### src/rtl/dmem_arbiter.sv
// Data-memory port arbiter: CPU priority with a bounded-wait guarantee for the DMA port.
// Define DMEM_ARB_LOCK_EN to add dma_lock, which lets DMA hold the port exclusively.
module dmem_arbiter #(
  parameter int unsigned MAX_WAIT = 8,
  parameter int unsigned WAIT_W   = 8
) (
  input  logic        clk,
  input  logic        reset,
  input  logic        cpu_req,
  input  logic [31:0] cpu_addr,
  input  logic [31:0] cpu_wdata,
  input  logic [3:0]  cpu_byteen,
  output logic        cpu_gnt,
  output logic        cpu_rvalid,
  output logic [31:0] cpu_rdata,
  input  logic        dma_req,
  input  logic [31:0] dma_addr,
  input  logic [31:0] dma_wdata,
  input  logic [3:0]  dma_byteen,
  output logic        dma_gnt,
  output logic        dma_rvalid,
  output logic [31:0] dma_rdata,
`ifdef DMEM_ARB_LOCK_EN
  input  logic        dma_lock,
`endif
  output logic [31:0] m_data_addr,
  output logic [31:0] m_data_wdata,
  output logic [3:0]  m_data_byteen,
  input  logic [31:0] m_data_rdata
);

  localparam logic [WAIT_W-1:0] MAX_WAIT_C = WAIT_W'(MAX_WAIT);
  localparam logic [WAIT_W-1:0] WAIT_SAT   = {WAIT_W{1'b1}};

  logic [WAIT_W-1:0] wait_cnt_q, wait_cnt_d;
  logic [31:0]       addr_q, addr_d, wdata_q, wdata_d;
  logic [31:0]       cpu_rdata_q, cpu_rdata_d, dma_rdata_q, dma_rdata_d;
  logic              cpu_rvalid_q, cpu_rvalid_d, dma_rvalid_q, dma_rvalid_d;
  logic              force_c, locked_c, cpu_gnt_c, dma_gnt_c;

`ifdef DMEM_ARB_LOCK_EN
  typedef enum logic {OWN_NONE, OWN_DMA} owner_e;
  owner_e owner_q, owner_d;

  // Ownership lapses in the same cycle dma_lock drops, so the CPU can win that cycle.
  assign locked_c = (owner_q == OWN_DMA) && dma_lock;

  always_ff @(posedge clk or negedge reset) begin
    if (!reset) owner_q <= OWN_NONE;
    else        owner_q <= owner_d;
  end

  always_comb begin
    owner_d = owner_q;
    if (dma_gnt_c && dma_lock) owner_d = OWN_DMA;
    else if (!dma_lock)        owner_d = OWN_NONE;
  end
`else
  assign locked_c = 1'b0;
`endif

  // Combinational arbitration; grants are gated by reset so nothing leaks while it is low.
  always_comb begin
    force_c   = dma_req && (wait_cnt_q >= MAX_WAIT_C);
    dma_gnt_c = reset && dma_req && (force_c || !cpu_req || locked_c);
    cpu_gnt_c = reset && cpu_req && !dma_gnt_c && !locked_c;
  end

  always_comb begin
    addr_d       = addr_q;
    wdata_d      = wdata_q;
    cpu_rvalid_d = cpu_gnt_c && (cpu_byteen == 4'b0000);
    dma_rvalid_d = dma_gnt_c && (dma_byteen == 4'b0000);
    cpu_rdata_d  = cpu_rvalid_d ? m_data_rdata : cpu_rdata_q;
    dma_rdata_d  = dma_rvalid_d ? m_data_rdata : dma_rdata_q;
    wait_cnt_d   = '0;
    if (cpu_gnt_c) begin
      addr_d  = cpu_addr;
      wdata_d = cpu_wdata;
    end else if (dma_gnt_c) begin
      addr_d  = dma_addr;
      wdata_d = dma_wdata;
    end
    if (dma_req && !dma_gnt_c && !locked_c)
      wait_cnt_d = (wait_cnt_q == WAIT_SAT) ? wait_cnt_q : wait_cnt_q + WAIT_W'(1);
  end

  always_ff @(posedge clk or negedge reset) begin
    if (!reset) begin
      wait_cnt_q   <= '0;
      addr_q       <= '0;
      wdata_q      <= '0;
      cpu_rdata_q  <= '0;
      dma_rdata_q  <= '0;
      cpu_rvalid_q <= 1'b0;
      dma_rvalid_q <= 1'b0;
    end else begin
      wait_cnt_q   <= wait_cnt_d;
      addr_q       <= addr_d;
      wdata_q      <= wdata_d;
      cpu_rdata_q  <= cpu_rdata_d;
      dma_rdata_q  <= dma_rdata_d;
      cpu_rvalid_q <= cpu_rvalid_d;
      dma_rvalid_q <= dma_rvalid_d;
    end
  end

  // Idle cycles replay the last address/data but never write.
  always_comb begin
    cpu_gnt       = cpu_gnt_c;
    dma_gnt       = dma_gnt_c;
    cpu_rvalid    = cpu_rvalid_q;
    dma_rvalid    = dma_rvalid_q;
    cpu_rdata     = cpu_rdata_q;
    dma_rdata     = dma_rdata_q;
    m_data_addr   = addr_q;
    m_data_wdata  = wdata_q;
    m_data_byteen = 4'b0000;
    if (cpu_gnt_c) begin
      m_data_addr   = cpu_addr;
      m_data_wdata  = cpu_wdata;
      m_data_byteen = cpu_byteen;
    end else if (dma_gnt_c) begin
      m_data_addr   = dma_addr;
      m_data_wdata  = dma_wdata;
      m_data_byteen = dma_byteen;
    end
  end

endmodule

### config.mk
export PLATFORM = sky130hd
export DESIGN_NAME = dmem_arbiter
export DESIGN_NICKNAME = d
export VERILOG_FILES = /design/src/rtl/dmem_arbiter.sv
export SDC_FILE = /design/constraint.sdc
export NUM_CORES = 1
export LEC_CHECK = 0
export BUFFER_PORTS_ARGS = -buffer_cell sky130_fd_sc_hd__buf_2
export CORE_MARGIN = 10
export CORE_UTILIZATION = 42
export DETAILED_ROUTE_END_ITERATION = 10
export PLACE_DENSITY = 0.83
export SYNTH_ARGS = -nofsm -noshare
export SYNTH_HDL_FRONTEND = slang
export SYNTH_SLANG_ARGS = --single-unit
### constraint.sdc
create_clock -name clk -period 2.1 [get_ports clk]
set_input_delay 0.42 -clock clk [delete_from_list [all_inputs] [get_ports clk]]
set_output_delay 0.42 -clock clk [all_outputs]
set_load 0.005 [all_outputs]
==> metrics <==
Worst Reg2Reg Path Length in Cells 11; Final Hold Vio Count 0; Leak Pwr 0.00490 µW; maximum vdd drop 0.000763 V; r2r setup slk -580 ps; Avg Cell Area, Syn 12.8 µm²; Core ar. 14400 µm²; vias per inst 4.96; largest net degree at the start of global routing 73; cell area power density 846 nW/µm²; register area about 3500 µm²; # H-tree levels 4; CTS max path bufs 2; mux contribution to synthesized area 0.258; Cell variety after synth 35; top_reg_cell synth dfrtp_1; CTS tree built; HP Class input pin to asynchronous set/reset pin; worst-case clock skew 8.09 ps; GRT overflow 0; commonest cells after routing, fill and taps aside buf_2, dfrtp_1, mux2i_1, nand2_1, mux2_4; DP Worst Slack -358 ps; clk_lat worst skew 420 ps; Async S/R FF share, synth 1.00; Crit-path slowest cell or4b_4; worst rel slew slack 0.391; Startpoint Class flop; critical-path cell list or4b_4, o311a_4, buf_12, nand2_1, o21ai_2, buf_2; critical path depth in cells 6; row cnt 44; clk sink count 138; Setup crit end kind output port; dpl hpwl between 10000 and 15000 µm; GRT Total Usage 0.192; share of layout cells above drive strength 1 0.617; Syn Inst Count 480; DRC viols 0; GP Congestion 0.842; Synthesis Warnings 0; Routed Antenna Nets 0; Synth Cell Area between 6000 and 7000 µm²; failing checks setup timing; die width 141 µm; Port Buffers about 300; Synth Register Bits around 140; Synth Area in Compound Gates 0.0678; fin nets around 1k; vias 5097; register area share after synthesis 0.562; crit path time final 2730 ps; adder and majority gate portion of the synthesized area 0.00407; DRT Pass-1 Iters 4; CTS Root Cell clkbuf_16; global-route wire length before repair 30500 µm; die height roughly 140 µm; Tcrit/Tclk final 1.30; setup tns final -64510 ps; Filler cells 1111; Iter 0 DRT Violations 152; outcome finished, violations left; WP data arrival roughly 2300 ps; Buf/Inv on CP 2; worst-path maximum fanout 63; Simple-Gate Fraction of Synth Area 0.0719; largest family of logic cells by synthesized area multiplexers; Final setup viols 135; Top Ports 308; Area Overhead vs Synth 49.3%; Post-synth EDFFs 0; max-slew violation count 0; effective utilization at floorplan 0.426; final WL just under 20000 µm; required time of the critical path 1680 ps; initial antenna violation count 1; Synthesized Nets about 650; Critical Path Max Stage Delay 550 ps; clk slew on worst S/H paths roughly 60 ps; Setup CP Type flop to output port; Slew @ Worst Pin 913 ps; vias in the first global route 5571; XOR/XNOR Fraction of Synth Area 0.00142; TritonCTS Buffers 17; setup ws final -630 ps; die area 19900 µm²; Max-Cap Viols 0; CP delay by family, top simple AND/OR/NAND/NOR gates; commonest non-fill, non-tap cell in the layout buf_2; unrepaired setup endpoints after global routing yes; Diodes inserted 0; Final Core Density 0.636; Fmax achieved approximately 0.37 GHz; Wirelength per Cell around 19 µm; Multi-input gate area 2730 µm²
[logic make-up (layout without fill, tap and decap cells)]
family	count (synthesis)	in the layout
flops	138	138
compound gates	77	77
xor+xnor	1	1
buf+inv	34	398
simple gates	99	99
mux	129	129
fa+ha+maj	2	2
[report_power, final]
part	leakage, µW	total, µW	internal, µW	switching [µW]
Clock	0.000285	2920	1750	1170
Combinational	0.00286	1620	890	731
Sequential	0.00175	3230	3050	172
[synth_stat cells, types with 4 or more instances]
master / instances / area, µm²
mux2i_1: 65 / 651
buf_2: 5 / 25.0
dfrtp_1: 138 / 3450
nand2_1: 73 / 274
mux2_2: 6 / 67.6
buf_6: 4 / 45.0
o21ai_0: 68 / 340
clkbuf_1: 17 / 63.8
mux2_4: 58 / 871
inv_1: 4 / 15.0
and3_1: 4 / 25.0
nor2_1: 6 / 22.5
[stage by stage]
stage / total power (µW) / cells / cell area [µm²] / hold WS [ps]
global route: 8140 / 1028 / 9180 / 208
detailed placement: 4800 / 981 / 8140 / 360
finish: 7770 / 1028 / 9180 / 171
global placement: 4740 / 981 / 8140 / 354
floorplan: 3940 / 480 / 6240 / 124
CTS: 7790 / 1022 / 8990 / 202
[worst reg2reg max path: stages (launching register included)]
cell and delay, ps:
dfrtp_1 390, or4b_4 550, buf_4 150, buf_6 100, buf_6 100, buf_6 120, o31ai_4 250, buf_6 140
nand3_4 130, buf_12 190, buf_12 140, mux2_4 300
[metal layers]
layer / up-vias / GRT usage / share of wire / wire [µm]
li1: 2396 / - / - / -
met1: 2456 / 0.212 / 0.38 / 7560
met2: 217 / 0.323 / 0.51 / 10100
met3: 26 / 0.0917 / 0.094 / 1880
met4: 2 / 0.0543 / 0.017 / 329
met5: - / 0 / 0.00065 / 13
[area by class of cell]
cell class,count,area share
Timing Repair Buffer,362,0.237
Clock buffer,18,0.0468
Tap cell,184,0.0251
Inverter,4,0.00164
Multi-Input combinational cell,308,0.298
Clock inverter,14,0.0154
Sequential cell,138,0.376
[path summary, 6_finish.rpt]
path,startpoint,to
worst max register to register,wait_cnt_q[7]$_DFFE_PN0P_,cpu_rdata[14]$_DFFE_PN0P_
worst min register to register,cpu_rdata[31]$_DFFE_PN0P_,cpu_rdata[31]$_DFFE_PN0P_
min in group clk,dma_wdata[7],wdata_q[7]$_DFF_PN0_
worst max-delay path,wait_cnt_q[7]$_DFFE_PN0P_,m_data_addr[24]
worst min-delay path,reset,wdata_q[9]$_DFF_PN0_
max in group asynchronous,reset,cpu_rdata[30]$_DFFE_PN0P_
[state kept, by name, indices dropped and copies added, names as in the netlist]
name,count
addr_q,32
dma_rvalid,1
cpu_rdata,32
wait_cnt_q,8
wdata_q,32
cpu_rvalid,1
dma_rdata,32
[timing repair]
action / CTS / global route
cloned: 3 / 1
buffers inserted: 5 / 7
setup endpoints to repair: 134 / 138
resized for setup: 41 / 38
hold endpoints to repair: 8 / 0
pin swaps: 0 / 2
hold buffers: 1 / 0
Power figures use the tool's default switching activity.
